## config.mk

```make
export PLATFORM = sky130hd
export DESIGN_NAME = brc_arbiter_flat
export DESIGN_NICKNAME = d
export VERILOG_FILES = /design/src/rtl/brc_arbiter_if.sv /design/src/rtl/brc_arbiter.sv /design/src/flat_wrapper.sv
export SDC_FILE = /design/constraint.sdc
export NUM_CORES = 1
export LEC_CHECK = 0
export CAP_MARGIN = 5
export CELL_PAD_IN_SITES_DETAIL_PLACEMENT = 0
export CELL_PAD_IN_SITES_GLOBAL_PLACEMENT = 1
export CORE_UTILIZATION = 33
export DETAILED_ROUTE_END_ITERATION = 8
export PLACE_DENSITY = 0.77
export SYNTH_ARGS = -nofsm -noshare
export SYNTH_HDL_FRONTEND = slang
export SYNTH_SLANG_ARGS = --single-unit
```

## constraint.sdc

```tcl
create_clock -name i_clk -period 2.55 [get_ports i_clk]
set_input_delay 0.51 -clock i_clk [delete_from_list [all_inputs] [get_ports i_clk]]
set_output_delay 0.51 -clock i_clk [all_outputs]
set_load 0.03 [all_outputs]
```

## src/rtl/brc_arbiter_if.sv

```systemverilog
// ============================================================================
// Module   : brc_arbiter_if
// Brief    : Request/response bundle between two requesters and brc_arbiter.
// Revision : 1.0 - initial release
// ============================================================================
`default_nettype none

interface brc_arbiter_if #(
   parameter int XLEN = 32
);
   logic            i_req0_valid;
   logic            o_req0_ready;
   logic [XLEN-1:0] i_req0_rs1;
   logic [XLEN-1:0] i_req0_rs2;
   logic [2:0]      i_req0_op;
   logic            o_rsp0_valid;
   logic            i_rsp0_ready;
   logic            o_rsp0_taken;
   logic            o_rsp0_err;

   logic            i_req1_valid;
   logic            o_req1_ready;
   logic [XLEN-1:0] i_req1_rs1;
   logic [XLEN-1:0] i_req1_rs2;
   logic [2:0]      i_req1_op;
   logic            o_rsp1_valid;
   logic            i_rsp1_ready;
   logic            o_rsp1_taken;
   logic            o_rsp1_err;

   modport master (
      output i_req0_valid, i_req0_rs1, i_req0_rs2, i_req0_op, i_rsp0_ready,
      output i_req1_valid, i_req1_rs1, i_req1_rs2, i_req1_op, i_rsp1_ready,
      input  o_req0_ready, o_rsp0_valid, o_rsp0_taken, o_rsp0_err,
      input  o_req1_ready, o_rsp1_valid, o_rsp1_taken, o_rsp1_err
   );

   modport slave (
      input  i_req0_valid, i_req0_rs1, i_req0_rs2, i_req0_op, i_rsp0_ready,
      input  i_req1_valid, i_req1_rs1, i_req1_rs2, i_req1_op, i_rsp1_ready,
      output o_req0_ready, o_rsp0_valid, o_rsp0_taken, o_rsp0_err,
      output o_req1_ready, o_rsp1_valid, o_rsp1_taken, o_rsp1_err
   );
endinterface

`default_nettype wire

```

## src/rtl/brc_arbiter.sv

```systemverilog
// ============================================================================
// Module   : brc_arbiter
// Brief    : Round-robin share of one branch comparator between two requesters.
//            Optional macro BRC_ARB_FASTPATH_EN: compare in IDLE, skip CMP.
// Revision : 1.0 - initial release
// ============================================================================
`default_nettype none

module brc_arbiter #(
   parameter int XLEN = 32
) (
   input  wire logic     i_clk,
   input  wire logic     i_reset,
   brc_arbiter_if.slave  bus,
   output logic          o_busy
);

   typedef enum logic [1:0] {
      S_IDLE = 2'd0,
      S_CMP  = 2'd1,
      S_RESP = 2'd2
   } state_e;

   state_e state_q, state_d;
   logic   ptr_q, ptr_d;
   logic   owner_q, owner_d;
   logic   taken_q, taken_d;
   logic   err_q, err_d;

   logic            w_gnt0, w_gnt1, w_fire, w_gnt_id, w_rsp_v;
   logic [XLEN-1:0] w_cmp_a, w_cmp_b;
   logic [2:0]      w_cmp_op;
   logic            w_br_un, w_br_eq, w_br_lt;
   logic            w_cond_taken, w_cond_err;

`ifndef BRC_ARB_FASTPATH_EN
   logic [XLEN-1:0] rs1_q, rs1_d, rs2_q, rs2_d;
   logic [2:0]      op_q, op_d;
`endif

   // Ready is withheld during reset so every output reads 0 while it is held.
   assign w_gnt0   = (state_q == S_IDLE) && !i_reset && bus.i_req0_valid &&
                     (!bus.i_req1_valid || !ptr_q);
   assign w_gnt1   = (state_q == S_IDLE) && !i_reset && bus.i_req1_valid &&
                     (!bus.i_req0_valid || ptr_q);
   assign w_fire   = w_gnt0 || w_gnt1;
   assign w_gnt_id = w_gnt1;

`ifdef BRC_ARB_FASTPATH_EN
   assign w_cmp_a  = w_gnt_id ? bus.i_req1_rs1 : bus.i_req0_rs1;
   assign w_cmp_b  = w_gnt_id ? bus.i_req1_rs2 : bus.i_req0_rs2;
   assign w_cmp_op = w_gnt_id ? bus.i_req1_op  : bus.i_req0_op;
`else
   assign w_cmp_a  = rs1_q;
   assign w_cmp_b  = rs2_q;
   assign w_cmp_op = op_q;
`endif

   assign w_br_un = w_cmp_op[1];
   assign w_br_eq = (w_cmp_a == w_cmp_b);
   assign w_br_lt = w_br_un ? (w_cmp_a < w_cmp_b)
                            : ($signed(w_cmp_a) < $signed(w_cmp_b));

   always_comb begin
      w_cond_taken = 1'b0;
      w_cond_err   = 1'b0;
      case (w_cmp_op)
         3'b000:          w_cond_taken = w_br_eq;
         3'b001:          w_cond_taken = !w_br_eq;
         3'b100, 3'b110:  w_cond_taken = w_br_lt;
         3'b101, 3'b111:  w_cond_taken = !w_br_lt;
         default:         w_cond_err   = 1'b1;
      endcase
   end

   always_comb begin
      state_d = state_q;
      ptr_d   = ptr_q;
      owner_d = owner_q;
      taken_d = taken_q;
      err_d   = err_q;
`ifndef BRC_ARB_FASTPATH_EN
      rs1_d   = rs1_q;
      rs2_d   = rs2_q;
      op_d    = op_q;
`endif
      case (state_q)
         S_IDLE: begin
            if (w_fire) begin
               ptr_d   = !w_gnt_id;
               owner_d = w_gnt_id;
`ifdef BRC_ARB_FASTPATH_EN
               taken_d = w_cond_taken;
               err_d   = w_cond_err;
               state_d = S_RESP;
`else
               rs1_d   = w_gnt_id ? bus.i_req1_rs1 : bus.i_req0_rs1;
               rs2_d   = w_gnt_id ? bus.i_req1_rs2 : bus.i_req0_rs2;
               op_d    = w_gnt_id ? bus.i_req1_op  : bus.i_req0_op;
               state_d = S_CMP;
`endif
            end
         end
         S_CMP: begin
            taken_d = w_cond_taken;
            err_d   = w_cond_err;
            state_d = S_RESP;
         end
         S_RESP: begin
            if (owner_q ? bus.i_rsp1_ready : bus.i_rsp0_ready)
               state_d = S_IDLE;
         end
         default: state_d = S_IDLE;
      endcase
   end

   always_ff @(posedge i_clk or posedge i_reset) begin
      if (i_reset) begin
         state_q <= S_IDLE;
         ptr_q   <= 1'b0;
         owner_q <= 1'b0;
         taken_q <= 1'b0;
         err_q   <= 1'b0;
`ifndef BRC_ARB_FASTPATH_EN
         rs1_q   <= '0;
         rs2_q   <= '0;
         op_q    <= '0;
`endif
      end else begin
         state_q <= state_d;
         ptr_q   <= ptr_d;
         owner_q <= owner_d;
         taken_q <= taken_d;
         err_q   <= err_d;
`ifndef BRC_ARB_FASTPATH_EN
         rs1_q   <= rs1_d;
         rs2_q   <= rs2_d;
         op_q    <= op_d;
`endif
      end
   end

   assign w_rsp_v          = (state_q == S_RESP);
   assign bus.o_req0_ready = w_gnt0;
   assign bus.o_req1_ready = w_gnt1;
   assign bus.o_rsp0_valid = w_rsp_v && !owner_q;
   assign bus.o_rsp1_valid = w_rsp_v &&  owner_q;
   assign bus.o_rsp0_taken = bus.o_rsp0_valid && taken_q;
   assign bus.o_rsp1_taken = bus.o_rsp1_valid && taken_q;
   assign bus.o_rsp0_err   = bus.o_rsp0_valid && err_q;
   assign bus.o_rsp1_err   = bus.o_rsp1_valid && err_q;
   assign o_busy           = (state_q != S_IDLE);

endmodule

`default_nettype wire
```

## src/flat_wrapper.sv

```systemverilog
// flat-port wrapper written by rule: the top's interface ports become plain ports
module brc_arbiter_flat 
#(
   parameter int XLEN = 32
)
  (i_clk, i_reset, o_busy, bus_i_req0_valid, bus_i_req0_rs1, bus_i_req0_rs2, bus_i_req0_op, bus_i_rsp0_ready, bus_i_req1_valid, bus_i_req1_rs1, bus_i_req1_rs2, bus_i_req1_op, bus_i_rsp1_ready, bus_o_req0_ready, bus_o_rsp0_valid, bus_o_rsp0_taken, bus_o_rsp0_err, bus_o_req1_ready, bus_o_rsp1_valid, bus_o_rsp1_taken, bus_o_rsp1_err);
  brc_arbiter_if #(.XLEN(XLEN)) bus_i ();
  input  wire logic i_clk;
  input  wire logic i_reset;
  output logic o_busy;
  input wire logic [$bits(bus_i.i_req0_valid)-1:0] bus_i_req0_valid;
  input wire logic [$bits(bus_i.i_req0_rs1)-1:0] bus_i_req0_rs1;
  input wire logic [$bits(bus_i.i_req0_rs2)-1:0] bus_i_req0_rs2;
  input wire logic [$bits(bus_i.i_req0_op)-1:0] bus_i_req0_op;
  input wire logic [$bits(bus_i.i_rsp0_ready)-1:0] bus_i_rsp0_ready;
  input wire logic [$bits(bus_i.i_req1_valid)-1:0] bus_i_req1_valid;
  input wire logic [$bits(bus_i.i_req1_rs1)-1:0] bus_i_req1_rs1;
  input wire logic [$bits(bus_i.i_req1_rs2)-1:0] bus_i_req1_rs2;
  input wire logic [$bits(bus_i.i_req1_op)-1:0] bus_i_req1_op;
  input wire logic [$bits(bus_i.i_rsp1_ready)-1:0] bus_i_rsp1_ready;
  output wire logic [$bits(bus_i.o_req0_ready)-1:0] bus_o_req0_ready;
  output wire logic [$bits(bus_i.o_rsp0_valid)-1:0] bus_o_rsp0_valid;
  output wire logic [$bits(bus_i.o_rsp0_taken)-1:0] bus_o_rsp0_taken;
  output wire logic [$bits(bus_i.o_rsp0_err)-1:0] bus_o_rsp0_err;
  output wire logic [$bits(bus_i.o_req1_ready)-1:0] bus_o_req1_ready;
  output wire logic [$bits(bus_i.o_rsp1_valid)-1:0] bus_o_rsp1_valid;
  output wire logic [$bits(bus_i.o_rsp1_taken)-1:0] bus_o_rsp1_taken;
  output wire logic [$bits(bus_i.o_rsp1_err)-1:0] bus_o_rsp1_err;
  assign bus_i.i_req0_valid = bus_i_req0_valid;
  assign bus_i.i_req0_rs1 = bus_i_req0_rs1;
  assign bus_i.i_req0_rs2 = bus_i_req0_rs2;
  assign bus_i.i_req0_op = bus_i_req0_op;
  assign bus_i.i_rsp0_ready = bus_i_rsp0_ready;
  assign bus_i.i_req1_valid = bus_i_req1_valid;
  assign bus_i.i_req1_rs1 = bus_i_req1_rs1;
  assign bus_i.i_req1_rs2 = bus_i_req1_rs2;
  assign bus_i.i_req1_op = bus_i_req1_op;
  assign bus_i.i_rsp1_ready = bus_i_rsp1_ready;
  assign bus_o_req0_ready = bus_i.o_req0_ready;
  assign bus_o_rsp0_valid = bus_i.o_rsp0_valid;
  assign bus_o_rsp0_taken = bus_i.o_rsp0_taken;
  assign bus_o_rsp0_err = bus_i.o_rsp0_err;
  assign bus_o_req1_ready = bus_i.o_req1_ready;
  assign bus_o_rsp1_valid = bus_i.o_rsp1_valid;
  assign bus_o_rsp1_taken = bus_i.o_rsp1_taken;
  assign bus_o_rsp1_err = bus_i.o_rsp1_err;
  brc_arbiter #(.XLEN(XLEN)) u_core (.i_clk(i_clk), .i_reset(i_reset), .bus(bus_i), .o_busy(o_busy));
endmodule
```

==> flow_metrics.py <==
metrics = {
    "setup_path": {
        "critPathMaxStageDelay_ns": 0.67,
        "path_buf_inv": 1,
        "crit_required_ns": 2.04,
        "end_kind": "output port",
        "crit_type": "flop to output port",
        "arrival_ns": 1.78,
        "cp-start-kind": "flop",
        "crit_chain": "nor2b_1 -> and3_1 -> clkdlybuf4s50_1",
        "crit_fanout": 5,
        "crit_path_top_delay_cell": "clkdlybuf4s50_1",
        "critPathTopFamily": "buffers and inverters",
    },
    "flow_run": {
        "max_cap_viol_count": 0,
    },
    "synthesis": {
        "synthFlopType": "dfrtp_1",
        "yosys.area.top_type": "dfrtp_1",
        "synth.distinct_cells": 33,
        "syn_area_per_cell_um2": 9.47,
        "syn_inst": 416,
        "synth_seq_cells": 73,
        "synth_edf_count": 0,
        "yosysMostFrequentCell": "nand2_1",
        "ys_seq_area_share_pct": 46.4,
        "syn_nets": 588,
        "synthArstFlopShare_pct": 100,
        "synth_area_um2": 3940,
        "synthTopCellsByArea": "dfrtp_1 46%, a22oi_1 13%, ha_1 10%",
        "synth_commonest_cells": "81 x nand2_1, 73 x dfrtp_1, 67 x a22oi_1",
        "synth_top_area_share_pct": 46.4,
        "ys.warnings.count": 0,
    },
    "die": {
        "core_um2": 11500,
        "die_h_um": 111,
        "chipWidth_um": 111,
        "dieArea_um2": 12400,
        "start_util_pct": 34.2,
        "io-pin-count": 149,
        "rows": 39,
    },
    "sta": {
        "fin_crit_ns": 2.29,
        "finalSetupViolCount": 0,
        "final_max_slew_viol_count": 0,
        "worstMarginPinSlew_ns": 0.574,
        "fmax_mhz": 436,
        "skew_ns": 0.00695,
        "rsz0062_at_grt": "false",
        "hold_viol": 0,
        "max-slew-margin-rel_pct": 61.7,
        "fin_ws_ns": 0.258,
        "period_share_pct": 89.9,
        "tns_ns": 0,
    },
    "power_and_ir_drop": {
        "p_leak_uw": 0.00265,
        "powerDensity_nw_per_um2": 1000,
        "ir_drop_mv": 0.368,
    },
    "final_layout": {
        "drive_gt1_share_pct": 5.48,
        "design_area_um2": 5850,
        "fin_nets": 734,
        "area_growth_pct": 48.6,
        "fill_cells": 1074,
        "antenna_cells": 0,
    },
    "clock_tree": {
        "clk_latency_ns": 0.32,
        "cts.sinks": 73,
        "path_clk_slew_ns": 0.06,
        "cts_hold_buf": 0,
        "cts.path.max_buffers": 2,
        "post_cts_buffers": 0,
        "cts_tree": "yes",
        "cts_max_level": 3,
        "numCtsBuffers": 9,
        "cts_resized": 0,
        "ctsRootBufferMaster": "clkbuf_16",
    },
    "placed_design": {
        "dp_slack_ns": 0.295,
        "hpwl_mm": 7.82,
        "io_buffers": 148,
        "place_area_um2": 5530,
        "gp_congestion": 0.761,
    },
    "global_routing": {
        "grt_pass1_wl_mm": 16.9,
        "grt_max_degree": 44,
        "grt_pass1_vias": 3495,
        "grt-ovfl-total": 0,
        "grt_use_total_pct": 17.0,
        "antenna_found_initial": 0,
    },
    "route": {
        "via_per_inst": 4.91,
        "ant_nets": 0,
        "wl_per_cell_um": 14.4,
        "num_vias": 3483,
        "first_pass_iters": 6,
        "totalWireLength_mm": 10.2,
        "drtIter0Drc": 189,
        "drcViolationCount": 22,
    },
    "status": {
        "violations": "DRC",
        "status": "finished, violations left",
    },
    "worst_hold_path": {
        "hp-class": "flop to flop",
    },
}
## layout by cell type (no fill, tap or decap), drive strengths merged, types with 2 or more instances in the layout
master / count
a21o: 2
a21oi: 13
a22oi: 67
and3: 5
buf: 10
bufinv: 2
clkbuf: 10
clkdlybuf4s50: 146
clkinv: 2
clkinvlp: 2
dfrtp: 73
ha: 32
inv: 35
nand2: 81
nand2b: 5
nand3: 5
nand4: 8
nor2: 8
nor2b: 3
nor3: 2
nor4: 3
o21ai: 39
xnor2: 2
## logic make-up after synthesis
kind of cell               Yosys count  synth area share, %
buffers and inverters               57                 7.21
muxes                                2                0.540
and+or+nand+nor                    123                 14.2
xor gates and xnor gates             2                0.445
DFF                                 73                 46.4
adders and majority gates           32                 10.2
AOI/OAI and AO/OA                  127                 21.1
## final timing paths
kind                                               start                            to  slack (ns)  depth (start not counted)
max                        u_core.state_q[0]$_DFFE_PP0P_                bus_o_rsp0_err        0.26                          3
min                         u_core.rs1_q[30]$_DFFE_PP0P_  u_core.rs1_q[30]$_DFFE_PP0P_        0.48                          2
max reg2reg                  u_core.rs1_q[5]$_DFFE_PP0P_    u_core.taken_q$_DFFE_PP0N_        0.43                          7
min reg2reg                 u_core.rs1_q[30]$_DFFE_PP0P_  u_core.rs1_q[30]$_DFFE_PP0P_        0.48                          2
max in group asynchronous                        i_reset    u_core.taken_q$_DFFE_PP0N_        1.32                          3
min in group asynchronous                        i_reset    u_core.owner_q$_DFFE_PP0P_        0.59                          2
## worst min-delay path, cell delays in order (launching register included)
cell     delay, ns
dfrtp_1       0.34
nand2_1       0.05
nand2_1       0.05
## registers in the layout (all words and copies together) (netlist names)
register	count
u_core.err_q	1
u_core.op_q	3
u_core.owner_q	1
u_core.ptr_q	1
u_core.rs1_q	32
u_core.rs2_q	32
u_core.state_q	2
u_core.taken_q	1
## through the flow
step,power [uW],util [%],std cells,hold slack [ns]
2_1_floorplan,3740,-,416,0.450
3_3_place_gp,4470,48.0,694,0.465
3_5_place_dp,4560,48.0,694,0.469
4_1_cts,5930,50.8,709,0.482
5_1_grt,6390,50.8,709,0.506
6_report,5850,50.8,709,0.479
## per-layer routing
| layer | part of all wire, % | GRT usage [%] | vias up | wire [um] |
|---|---|---|---|---|
| met5 | 0 | 0 | - | 0 |
| met4 | 0.67 | 4.05 | 0 | 68 |
| met3 | 5.9 | 3.72 | 7 | 600 |
| met2 | 46 | 28.2 | 101 | 4680 |
| met1 | 47 | 22.4 | 1601 | 4830 |
| li1 | - | - | 1774 | - |
## power by group
| group | total (uW) | internal (uW) | switching [uW] |
|---|---|---|---|
| clock | 1330 | 875 | 451 |
| combinational | 2540 | 1140 | 1400 |
| sequential | 1990 | 1720 | 271 |
## final cells by class
cell class	count	area (um2)	area share [%]
repair buffers	156	1560	26.7
clock inverters	5	80.1	1.37
multi-input cells	286	1830	31.3
well taps	143	179	3.06
flip-flops and latches	73	1830	31.2
inverters	36	136	2.33
clock buffers	10	239	4.08
No activity file was read; power rests on OpenSTA's default activity.
